<file path="config.mk">
export PLATFORM = sky130hd
export DESIGN_NAME = id_ex_issue
export DESIGN_NICKNAME = d
export VERILOG_FILES = /design/src/rtl/rv_pkg.sv /design/src/rtl/fwd_mux.sv /design/src/rtl/id_ex_issue.sv
export SDC_FILE = /design/constraint.sdc
export NUM_CORES = 1
export LEC_CHECK = 0
export BUFFER_PORTS_ARGS = -buffer_cell sky130_fd_sc_hd__buf_4
export CAP_MARGIN = 20
export CORE_UTILIZATION = 42
export CTS_CLUSTER_SIZE = 20
export DETAILED_ROUTE_END_ITERATION = 8
export GPL_TIMING_DRIVEN = 1
export HOLD_SLACK_MARGIN = 0.02
export PLACE_DENSITY = 0.86
export SLEW_MARGIN = 20
export SYNTH_ARGS = -nofsm -noshare
export SYNTH_HDL_FRONTEND = slang
export SYNTH_SLANG_ARGS = --single-unit
export TNS_END_PERCENT = 30
</file>
<file path="constraint.sdc">
create_clock -name clk -period 1.8 [get_ports clk]
set_input_delay 0.27 -clock clk [delete_from_list [all_inputs] [get_ports clk]]
set_output_delay 0.27 -clock clk [all_outputs]
set_load 0.03 [all_outputs]
</file>
<file path="src/rtl/rv_pkg.sv">
// Shared RV32 datapath constants, ALU opcode encodings and the funct3 -> ALU opcode map
// used by the ID/EX issue stage.
package rv_pkg;

  localparam int XLEN   = 32;
  localparam int REG_AW = 5;

  localparam logic [2:0] ALU_ADD = 3'b000;
  localparam logic [2:0] ALU_SLL = 3'b001;
  localparam logic [2:0] ALU_SUB = 3'b010;
  localparam logic [2:0] ALU_XOR = 3'b100;
  localparam logic [2:0] ALU_SRL = 3'b101;
  localparam logic [2:0] ALU_OR  = 3'b110;
  localparam logic [2:0] ALU_AND = 3'b111;

  localparam logic [2:0] F3_ADD  = 3'b000;
  localparam logic [2:0] F3_SLL  = 3'b001;
  localparam logic [2:0] F3_SLT  = 3'b010;
  localparam logic [2:0] F3_SLTU = 3'b011;
  localparam logic [2:0] F3_XOR  = 3'b100;
  localparam logic [2:0] F3_SR   = 3'b101;
  localparam logic [2:0] F3_OR   = 3'b110;
  localparam logic [2:0] F3_AND  = 3'b111;

  // Branches compare by subtracting and loads add base+offset, whatever funct3 says.
  function automatic logic [2:0] alu_op_map(input logic [2:0] funct3,
                                            input logic       funct7_5,
                                            input logic       use_imm,
                                            input logic       is_branch,
                                            input logic       is_load);
    logic [2:0] op;
    op = ALU_ADD;
    if (is_branch) begin
      op = ALU_SUB;
    end else if (is_load) begin
      op = ALU_ADD;
    end else begin
      case (funct3)
        F3_ADD:  op = (funct7_5 && !use_imm) ? ALU_SUB : ALU_ADD;
        F3_SLL:  op = ALU_SLL;
        F3_SLT:  op = ALU_SUB;
        F3_SLTU: op = ALU_SUB;
        F3_XOR:  op = ALU_XOR;
        F3_SR:   op = ALU_SRL;
        F3_OR:   op = ALU_OR;
        F3_AND:  op = ALU_AND;
        default: op = ALU_ADD;
      endcase
    end
    return op;
  endfunction

endpackage

</file>
<file path="src/rtl/fwd_mux.sv">
// Operand bypass mux: picks EX/MEM, then MEM/WB, then the registered regfile value.
// x0 always reads zero; FWD_EN=0 disables both bypass paths.
module fwd_mux #(
  parameter int XLEN   = 32,
  parameter int REG_AW = 5,
  parameter bit FWD_EN = 1'b1
) (
  input  logic [REG_AW-1:0] src,
  input  logic [XLEN-1:0]   reg_data,
  input  logic              exm_wr_en,
  input  logic [REG_AW-1:0] exm_rd,
  input  logic [XLEN-1:0]   exm_data,
  input  logic              mwb_wr_en,
  input  logic [REG_AW-1:0] mwb_rd,
  input  logic [XLEN-1:0]   mwb_data,
  output logic [XLEN-1:0]   operand
);

  logic exm_hit;
  logic mwb_hit;

  assign exm_hit = FWD_EN && exm_wr_en && (exm_rd == src);
  assign mwb_hit = FWD_EN && mwb_wr_en && (mwb_rd == src);

  // The younger writer in EX/MEM wins over MEM/WB.
  always_comb begin
    operand = reg_data;
    if (src == '0) begin
      operand = '0;
    end else if (exm_hit) begin
      operand = exm_data;
    end else if (mwb_hit) begin
      operand = mwb_data;
    end
  end

endmodule

</file>
<file path="src/rtl/id_ex_issue.sv">
// ID/EX issue stage feeding the 32-bit ALU: registers one decoded instruction, maps the ALU
// opcode, forwards operands and interlocks hazards. Define ID_EX_FORWARD_EN to enable bypassing.
module id_ex_issue #(
  parameter int XLEN   = rv_pkg::XLEN,
  parameter int REG_AW = rv_pkg::REG_AW
) (
  input  logic              clk,
  input  logic              rst,
  input  logic              flush,
  input  logic              in_valid,
  output logic              in_ready,
  input  logic [REG_AW-1:0] in_rs1_addr,
  input  logic [REG_AW-1:0] in_rs2_addr,
  input  logic [XLEN-1:0]   in_rs1_data,
  input  logic [XLEN-1:0]   in_rs2_data,
  input  logic [XLEN-1:0]   in_imm,
  input  logic              in_use_imm,
  input  logic [2:0]        in_funct3,
  input  logic              in_funct7_5,
  input  logic              in_is_branch,
  input  logic              in_is_load,
  input  logic [REG_AW-1:0] in_rd_addr,
  input  logic              exm_wr_en,
  input  logic [REG_AW-1:0] exm_rd,
  input  logic [XLEN-1:0]   exm_data,
  input  logic              mwb_wr_en,
  input  logic [REG_AW-1:0] mwb_rd,
  input  logic [XLEN-1:0]   mwb_data,
  output logic              out_valid,
  input  logic              out_ready,
  output logic [XLEN-1:0]   A,
  output logic [XLEN-1:0]   B,
  output logic [2:0]        opcode,
  output logic [XLEN-1:0]   out_rs2_data,
  output logic [REG_AW-1:0] out_rd_addr,
  output logic              out_is_load,
  output logic [2:0]        out_funct3
);
  import rv_pkg::*;

`ifdef ID_EX_FORWARD_EN
  localparam bit FWD_EN = 1'b1;
`else
  localparam bit FWD_EN = 1'b0;
`endif

  logic              valid_q;
  logic [REG_AW-1:0] rs1_addr_q;
  logic [REG_AW-1:0] rs2_addr_q;
  logic [XLEN-1:0]   rs1_data_q;
  logic [XLEN-1:0]   rs2_data_q;
  logic [XLEN-1:0]   imm_q;
  logic              b_imm_q;
  logic [2:0]        op_q;
  logic [2:0]        funct3_q;
  logic [REG_AW-1:0] rd_q;
  logic              load_q;

  logic              rs2_used;
  logic              held_hit;
  logic              stall;
  logic              capture;
  logic [XLEN-1:0]   rs1_fwd;
  logic [XLEN-1:0]   rs2_fwd;

  assign rs2_used = ~in_use_imm | in_is_branch;

  // Does the instruction currently held here write a register the incoming one reads?
  assign held_hit = valid_q && (rd_q != '0) &&
                    ((rd_q == in_rs1_addr) || (rs2_used && (rd_q == in_rs2_addr)));

`ifdef ID_EX_FORWARD_EN
  assign stall = held_hit && load_q;
`else
  // Without bypass the reader waits until the writer has left EX/MEM; MEM/WB is covered
  // by the write-before-read regfile.
  logic exm_hit;
  assign exm_hit = exm_wr_en && (exm_rd != '0) &&
                   ((exm_rd == in_rs1_addr) || (rs2_used && (exm_rd == in_rs2_addr)));
  assign stall   = held_hit || exm_hit;
`endif

  assign in_ready = (~valid_q | out_ready) & ~stall & ~flush;
  assign capture  = in_valid & in_ready;

  always_ff @(posedge clk) begin
    if (rst) begin
      valid_q    <= 1'b0;
      rs1_addr_q <= '0;
      rs2_addr_q <= '0;
      rs1_data_q <= '0;
      rs2_data_q <= '0;
      imm_q      <= '0;
      b_imm_q    <= 1'b0;
      op_q       <= ALU_ADD;
      funct3_q   <= 3'b000;
      rd_q       <= '0;
      load_q     <= 1'b0;
    end else if (flush) begin
      valid_q <= 1'b0;
    end else if (capture) begin
      valid_q    <= 1'b1;
      rs1_addr_q <= in_rs1_addr;
      rs2_addr_q <= in_rs2_addr;
      rs1_data_q <= in_rs1_data;
      rs2_data_q <= in_rs2_data;
      imm_q      <= in_imm;
      b_imm_q    <= in_use_imm & ~in_is_branch;
      op_q       <= alu_op_map(in_funct3, in_funct7_5, in_use_imm, in_is_branch, in_is_load);
      funct3_q   <= in_funct3;
      rd_q       <= in_rd_addr;
      load_q     <= in_is_load;
    end else if (out_ready) begin
      valid_q <= 1'b0;
    end
  end

  // Bypass sits after the register so a held instruction keeps picking up late writers.
  fwd_mux #(.XLEN(XLEN), .REG_AW(REG_AW), .FWD_EN(FWD_EN)) u_fwd_rs1 (
    .src       (rs1_addr_q),
    .reg_data  (rs1_data_q),
    .exm_wr_en (exm_wr_en),
    .exm_rd    (exm_rd),
    .exm_data  (exm_data),
    .mwb_wr_en (mwb_wr_en),
    .mwb_rd    (mwb_rd),
    .mwb_data  (mwb_data),
    .operand   (rs1_fwd)
  );

  fwd_mux #(.XLEN(XLEN), .REG_AW(REG_AW), .FWD_EN(FWD_EN)) u_fwd_rs2 (
    .src       (rs2_addr_q),
    .reg_data  (rs2_data_q),
    .exm_wr_en (exm_wr_en),
    .exm_rd    (exm_rd),
    .exm_data  (exm_data),
    .mwb_wr_en (mwb_wr_en),
    .mwb_rd    (mwb_rd),
    .mwb_data  (mwb_data),
    .operand   (rs2_fwd)
  );

  assign out_valid    = valid_q;
  assign A            = rs1_fwd;
  assign B            = b_imm_q ? imm_q : rs2_fwd;
  assign opcode       = op_q;
  assign out_rs2_data = rs2_fwd;
  assign out_rd_addr  = rd_q;
  assign out_is_load  = load_q;
  assign out_funct3   = funct3_q;

endmodule

</file>
## Word level (Yosys, flattened, before mapping)

Cells that the tools add are included.

- Input bits: 199
- Flip-flop bits (word level): 120

- Eq/ne operators: 11
- Bitwise gates (word level): 11
- Mux-type cells: 9
- Reduce and logical (&&, ||, !) cells: 20

Operators by type and width:

| cell | number |
|---|---|
| two-way mux 32 bit | 3 |
| one-hot mux 3 bit (7 select lines) | 1 |
| == test 5 bit | 4 |
| == test 3 bit, second input constant | 4 |
| zero test 5 bit | 2 |
| nonzero test 5 bit | 2 |
| logical AND 1 bit | 7 |
| == test 3 x 2 -> 1 bit, second input constant | 2 |
| two-way mux 3 bit | 2 |
| inverter 1 bit | 5 |
| AND 1 bit | 4 |
| OR reduction 2 bit | 2 |
| == test 3 x 1 -> 1 bit, second input constant | 1 |
| zero test 3 bit | 1 |
| logical OR 1 bit | 3 |
| two-way mux 1 bit | 2 |
| two-way mux 2 bit | 1 |
| OR 1 bit | 2 |
| AND reduction 2 bit | 1 |
| nonzero test 2 bit | 1 |
| zero test 1 bit | 1 |

## Longest topological paths before layout

Gate-level depths: netlist of the first run.

- Word-level depth: 11
- Depth in mapped cells: 8

## Hierarchy

Synthesis of the first run repeated with hierarchy kept, for this count alone.

- Cell total of the unflattened synthesis: 676
- Area, all modules: 6,637.6 µm²

By module, submodules not included:

| module | cells each | times used | seq. area each (µm²) | area an instance (µm²) |
|---|---|---|---|---|
| id_ex_issue | 596 | 1 | 2,402.3 | 5,994.5 |
| fwd_mux | 40 | 2 | 0.0 | 321.6 |

## Worst setup path before layout of the first run

No wires, ideal clock.

- Path type: register to output
- From: register rd_q[4] (netlist: out_rd_addr[4])
- To: output in_ready
- Data required time: 1,530 ps
- Arrival: 2,015 ps
- Path slack: -485 ps
- Path buffers: 0
- Cell stages (with the launch flop): 5
- Cell sequence: dfxtp_1 or4_1 o21ai_1 o22ai_2 nor3b_1

- Word-level cells in the longest chain between the ends: 8

RTL lines:

| item | line | source |
|---|---|---|
| start, declared | id_ex_issue.sv:56 | `logic [REG_AW-1:0] rd_q;` |
| start signal, assigned | id_ex_issue.sv:111 | `rd_q <= in_rd_addr;` |
| == test 5 bit | id_ex_issue.sv:70 | `((rd_q == in_rs1_addr) \|\| (rs2_used && (rd_q == in_rs2_addr)));` |
| logical AND 1 bit | id_ex_issue.sv:70 |  |
| logical OR 1 bit | id_ex_issue.sv:70 |  |
| logical AND 1 bit (*) | id_ex_issue.sv:69 | `assign held_hit = valid_q && (rd_q != '0) &&` |
| logical OR 1 bit (*) | id_ex_issue.sv:80 | `assign stall = held_hit \|\| exm_hit;` |
| inverter 1 bit (*) | id_ex_issue.sv:83 | `assign in_ready = (~valid_q \| out_ready) & ~stall & ~flush;` |
| AND 1 bit (*) (2 in a row) | id_ex_issue.sv:83 |  |
| end, declared | id_ex_issue.sv:11 | `output logic in_ready,` |

Every way passes the cells marked *; elsewhere a longest branch is shown, timed or not.

## Worst setup path after layout of the first run

- From: register rd_q[0] (netlist: out_rd_addr[0])
- To: output in_ready

Same word-level chain as after synthesis.

==> results.md, run 1 <==
- CP bufs+invs: 4
- Final period util: 1.28
- Synthesis-stage register bit count: 120
- Post-Syn Instances: 671
- Sw frac: 0.274
- Crit. End Element: primary output
- Max-Cap Viols: 0
- HP Class: input pin to flip-flop
- Total number of vias: about 5800
- Syn nets: 870
- Critical Path AT: 2.03 ns
- Share of cells above drive strength 1: 0.466
- Reg area: around 2400 um^2
- Clock transition at path regs: around 0.060 ns
- Vias per cell: between 4 and 5
- Crit path time final: 2.30 ns
- Post-layout util: 0.730
- Hold path startpoint: flush
- Largest net degree at the start of global routing: roughly 110
- Vias in the first global route: ~5600
- # port buffers: roughly 240
- Number of I/O pins: around 310
- Clock root cell: clkbuf_16
- Total Wirelength: approximately 21 mm
- Reg-to-reg startpoint: out_rd_addr[0]
- Largest family of logic cells by synthesized area: simple AND/OR/NAND/NOR gates
- Final hold vios: 0
- ANT cells: 0
- VDD IR-drop max: 645 uV
- Static leakage: about 4.7 nW
- Dpl cells: between 1000 and 1500
- Critical Path RT: approximately 1.5 ns
- TritonCTS clock tree: built
- Final cell count without fillers: between 1000 and 1500
- Synthesized area per cell: 9.56 um^2
- Dpl hpwl: 11.6 mm
- Later-pin clock latency in the skew report: roughly 0.41 ns
- CP Class: flip-flop to primary output
- Post-route DRC violation count: 13
- Top delay family on crit path: buffers and inverters
- Die width: around 130 um
- R2R setup slack: -0.45 ns
- Hold endpoint: out_valid
- Total GRT Usage: 0.234
- WL/cell: about 18 um
- Crit-path cells: buf_6 -> buf_6 -> xor2_1 -> nor3_1 -> a32oi_1 -> o22ai_2 -> buf_6 -> nor3b_4 -> buf_6
- Final antenna-violating net count: 0
- Gpl congestion: 0.835
- RSZ-0062 raised after global routing: true
- Final WS setup: -0.502 ns
- Worst slew pin tran: 0.336 ns
- Setup TNS: -68.90 ns
- Setup Viol. Count Final: 216
- Gr ovfl total: 0
- Adder-Cell Fraction of Synth Area: 0
- Clk_skew: ~0.0097 ns
- CP peak stage delay: 0.35 ns
- Worst r2r dst: rs2_data_q[12]
- Global-route wire length before repair: approximately 29 mm
- Mux share of post-synthesis cell area: 0.240
- Maximum clock insertion buffer count: 2
- Share of flip-flops with an asynchronous set or reset: 0
- Int Power: ~5.7 mW
- Nets: 1174
- Initial antenna violation count: 0
- Hold depth: 2
- Simple-gate share of the synthesized area: 0.314
- Post-synth EDFFs: 0
- CTS buffer count: 17
- Highest Clock Rate: ~430 MHz
- Yosys synthesis warning count: 0
- DR iter-0 viols: between 300 and 400
- Status: complete, but fails checks
- Clock sink count: 120
- Crit path top cell by count: buf_6
- Max Fanout on Critical Path: 3
- Critical Path Start Type: flip-flop
- Area of the multi-input gates: 4180 um^2
- Slowest stage cell, crit path: dfxtp_4
- Die height: around 130 um
- H-tree Lvls: 4
- Starting Density: 0.436
- Post-synthesis sequential area ratio: 0.374
- PwrDens: ~740 nW/um^2
- Failing checks: design-rule violations, negative setup slack
- Post-synthesis instance area: 6410 um^2
- Post-synth cell types: 31
- Synth Area in XOR/XNOR: 0.0273
- Fill cell count: between 900 and 1000
- Clock share of power: 0.379
- Switch Pwr: around 2.2 mW
- Reg2reg path depth: 11
- Worst hold slack: around 0.053 ns
- Compound-gate portion of the synthesized area: 0.0107
- Die area: approximately 16000 um^2
- 1st-pass router iterations: 7
- Worst slew margin: 0.773
- Area Growth Syn to Fin: 67.2%
- Reg power frac: 0.367
- Final max-slew violation count: 0
- Main synth FF type: dfxtp_1
- Row count: 44
- Floorplan Core Area: around 15000 um^2
- Logic gate share of total power: 0.254
cell usage in the layout, fill, tap and decap left out, types with 2 or more instances in the layout:
cell type,count
buf_12,15
mux2_4,30
clkbuf_16,25
and2_4,32
nor2b_1,20
or4_4,2
dfxtp_4,2
nor2_1,5
o21ai_1,3
nor2_4,2
mux2_2,2
buf_16,4
xnor2_1,2
dfxtp_2,7
buf_6,119
clkbuf_1,3
a32oi_1,2
nor3_1,2
dfxtp_1,111
mux2i_1,117
or4_1,2
xor2_1,16
nor2b_4,14
nand2b_1,235
clkbuf_8,3
xor2_2,2
buf_8,5
buf_4,182
clkinv_2,5
synth_stat cells, drive strengths merged, types with 2 or more instances:
master	instances	area [um^2]
xor2	18	158
xnor2	2	17.5
nor2b	34	213
nand2b	235	1470
a32oi	2	17.5
clkbuf	35	131
buf	13	78.8
o21ai	3	15.0
and2	32	200
nor2	7	33.8
mux2i	118	1180
dfxtp	120	2400
mux2	32	360
or4	4	30.0
nor4	2	12.5
nor3	4	20.0
power by group through the flow:
stage	Sequential, mW	Combinational (mW)	Clock [mW]
2_1_floorplan	2.94	0.795	0
3_3_place_gp	2.93	1.42	0
3_5_place_dp	2.93	1.44	0
4_1_cts	2.88	1.76	3.01
5_1_grt	2.91	2.10	3.16
6_report	2.89	2.00	2.98
cell families after synthesis:
group | after synthesis
and+or+nand+nor | 323
muxes | 150
DFF | 120
buffers and inverters | 49
xor gates and xnor gates | 20
AOI/OAI and AO/OA | 9
what timing repair did:
action / CTS / global route
cloned: 5 / 9
hold buffers: 0 / 0
setup buffers: 22 / 27
endpoints found under the setup margin: 214 / 217
gates resized for setup: 162 / 79
pin swaps: 39 / 9
how the worst max path moves through the flow:
| stage | startpoint | end | slack [ns] | cells past startpoint |
|---|---|---|---|---|
| after floorplan | out_rd_addr[4] | rs2_data_q[10] | -0.11 | 7 |
| after global placement | exm_rd[1] | rs2_data_q[15] | -0.23 | 7 |
| after detailed placement | exm_rd[2] | rs2_data_q[19] | -0.29 | 7 |
| after CTS | out_rd_addr[0] | in_ready | -0.48 | 6 |
| after global routing | out_rd_addr[0] | in_ready | -0.54 | 9 |
| final | out_rd_addr[0] | in_ready | -0.50 | 9 |
metal layers:
layer / track usage / vias to the layer above / share of wire
li1: - / 2793 / -
met1: 0.272 / 2755 / 0.41
met2: 0.403 / 193 / 0.50
met3: 0.0745 / 38 / 0.057
met4: 0.0825 / 0 / 0.028
met5: 0 / - / 0
flip-flops by register name, summed over array words and instances (netlist names), 3 cells and up:
name and flops:
opcode 3, rs2_data_q 32, rs2_addr_q 5, rs1_data_q 32, out_rd_addr 5, rs1_addr_q 5, out_funct3 3, imm_q 32
worst reg2reg max path, cell delays in order (launching register included):
cell	delay, ns
dfxtp_4	0.35
buf_6	0.12
buf_6	0.10
xor2_1	0.13
nor3_1	0.07
a32oi_1	0.23
o22ai_2	0.14
buf_4	0.16
nor2_4	0.22
buf_12	0.18
clkbuf_16	0.24
mux2i_1	0.23
cell type report:
| class | instances | share of cell area |
|---|---|---|
| Sequential cell | 120 | 0.225 |
| Multi-Input combinational cell | 502 | 0.390 |
| Clock buffer | 23 | 0.0446 |
| Clock inverter | 5 | 0.00233 |
| Inverter | 1 | 0.000350 |
| Timing Repair Buffer | 333 | 0.316 |
| Tap cell | 184 | 0.0215 |
per-stage QoR:
step / area, um^2 / setup slack [ns] / power (mW)
6_report: 10700 / -0.502 / 7.88
2_1_floorplan: 6450 / -0.106 / 3.74
4_1_cts: 10000 / -0.480 / 7.66
5_1_grt: 10700 / -0.542 / 8.17
3_5_place_dp: 8660 / -0.292 / 4.37
3_3_place_gp: 8660 / -0.232 / 4.34
Power figures use the tool's default switching activity.
==> run 2, diff against run 1 <==
CELL_PAD_IN_SITES_DETAIL_PLACEMENT = 1   (was default)
CELL_PAD_IN_SITES_GLOBAL_PLACEMENT = 2   (was default)
CORE_UTILIZATION = 24   (was 42)
==> run 2 against run 1 <==
  * The run still ends with design-rule violations, negative setup slack left
  * Wire length rose by 10%
  * Via count down 1.3%
  * Utilization down 31 points
  * Cell area is 2.0% higher
  * Die area grew 74%
  * Worst setup slack better by 0.047 ns
  * Final cell count rose by 14%
  * Critical path depth down 3
  * Global-route usage decreased by 8.2 points
  * Maximum frequency is 2.1% higher
  * Register-to-register slack improved by 0.05 ns
  * Critical endpoint unchanged
  * Largest cell class unchanged
==> results.md, run 2 (synthesized netlist as in run 1, its figures left out) <==
- Nets: around 1200
- Number of I/O pins: roughly 310
- CTS buffer count: 17
- Commonest cells after routing, fill and taps aside: nand2b_1 (235), buf_4 (192), buf_6 (122), mux2i_1 (118), dfxtp_1 (110)
- Total GRT Usage: 0.152
- RSZ-0062 raised after global routing: true
- Crit path time final: about 2.3 ns
- Setup Viol. Count Final: between 200 and 250
- # port buffers: between 200 and 250
- Worst slew margin: 0.741
- Clk_skew: 0.0123 ns
- Hold Buf Count CTS: 0
- Final WS setup: -0.455 ns
- Final antenna-violating net count: 0
- Initial antenna violation count: 0
- Critical Path Start Type: flip-flop
- Floorplan Core Area: around 26000 um^2
- Gr ovfl total: 0
- CP Class: flip-flop to primary output
- Row count: 59
- Setup TNS: -63.93 ns
- Status: complete, but fails checks
- Critical Path RT: approximately 1.5 ns
- TritonCTS clock tree: built
- Share of cells above drive strength 1: 0.475
- CP peak stage delay: about 0.53 ns
- Power, Total: 8.46 mW
- Largest net degree at the start of global routing: around 130
- Crit. End Element: primary output
- Final period util: 1.25
- Post-route DRC violation count: 22
- Worst hold slack: ~0.058 ns
- VDD IR-drop max: 517 uV
- Die height: around 170 um
- Slowest stage cell, crit path: or4_4
- Starting Density: 0.245
- Later-pin clock latency in the skew report: between 0.4 and 0.5 ns
- Crit path top cell by count: buf_6
- Failing checks: design-rule violations, negative setup slack
- Area Growth Syn to Fin: 70.6%
- WL/cell: 17.3 um
- R2R setup slack: -0.40 ns
- Crit-path cells: or4_4 -> o21ai_2 -> o22ai_2 -> buf_6 -> nor3b_4 -> buf_6
- Vias in the first global route: around 5800
- Final hold vios: 0
- Die area: roughly 27000 um^2
- Static leakage: roughly 4.7 nW
- Clock sink count: 120
- Die width: 165 um
- PwrDens: a little under 800 nW/um^2
- Post-layout util: 0.419
- Vias per cell: 4.30
- Total number of vias: around 5700
- ANT cells: 0
- Maximum clock insertion buffer count: 2
- Total Wirelength: 23.0 mm
- HP Class: input pin to flip-flop
- Max-Cap Viols: 0
- Gpl congestion: around 0.74
- H-tree Lvls: 4
- Critical Path AT: 1.98 ns
- Highest Clock Rate: between 400 and 500 MHz
- Final max-slew violation count: 0
- Max Fanout on Critical Path: 2
- Dpl hpwl: 14.2 mm
- Leading registers by flop count: imm_q (32), rs1_data_q (32), rs2_data_q (32)
- Clock root cell: clkbuf_16
- DR iter-0 viols: 223
- Leading cell type in the layout, fill and taps excluded: nand2b_1
- Clock transition at path regs: roughly 0.060 ns
- Worst slew pin tran: around 0.39 ns
- 1st-pass router iterations: 6
- Global-route wire length before repair: 31.7 mm
## run 2: cell types whose count changed in the layout (fill, tap and decap cells not counted), sizes merged
cell and change:
buf +5, clkbuf -4, bufinv +3, clkinvlp +3
clkinv -2, inv +2
## run 2: critical path, delay by kind of cell (launching register included)
family                 cells  cell delay [ns]
DFF                        1             0.35
buffers and inverters      2             0.30
AOI/OAI and AO/OA          2             0.23
and+or+nand+nor            2             0.70
## run 2: metal layers
metal | share of wire | vias up | track usage
li1 | - | 2795 | -
met1 | 0.43 | 2748 | 0.186
met2 | 0.50 | 129 | 0.256
met3 | 0.046 | 33 | 0.0317
met4 | 0.022 | 0 | 0.0616
met5 | 0 | - | 0
## run 2: path summary, 6_finish.rpt
kind / from / end / cells past startpoint
worst max register to register: out_rd_addr[4] / imm_q[24] / 9
worst max-delay path: out_rd_addr[4] / in_ready / 6
worst min register to register: rs1_data_q[9] / rs1_data_q[9] / 2
worst min-delay path: flush / out_valid / 2
## run 2: timing repair
item / 4_1_cts / 5_1_grt
hold endpoints to repair: 0 / 0
gates resized for setup: 137 / 87
setup buffers: 13 / 36
gates cloned: 4 / 7
setup endpoints to repair: 204 / 217
pin swaps: 18 / 26
## run 2: through the flow
step	cells	setup slack [ns]	area, um^2
6_report	1326	-0.455	10900
2_1_floorplan	671	-0.106	6450
3_3_place_gp	1238	-0.225	8900
4_1_cts	1286	-0.500	10200
5_1_grt	1326	-0.530	10900
3_5_place_dp	1238	-0.262	8900
## run 2: where the power goes
| part | total, mW | switching [mW] | internal, mW | leakage, nW |
|---|---|---|---|---|
| Combinational | 2.00 | 0.923 | 1.07 | 3.39 |
| Sequential | 2.89 | 0.0846 | 2.80 | 0.986 |
| Clock | 3.57 | 1.33 | 2.25 | 0.289 |
| Total | 8.46 | 2.33 | 6.13 | 4.67 |
## run 2: final cells by class
| cell class | instances | area, um^2 |
|---|---|---|
| tap | 335 | 419 |
| inverter | 1 | 3.75 |
| sequential | 120 | 2420 |
| clock inverter | 11 | 146 |
| multi-input combinational | 502 | 4180 |
| clock buffer | 20 | 457 |
| timing repair buffer | 337 | 3330 |
| fill | 2908 | 15200 |
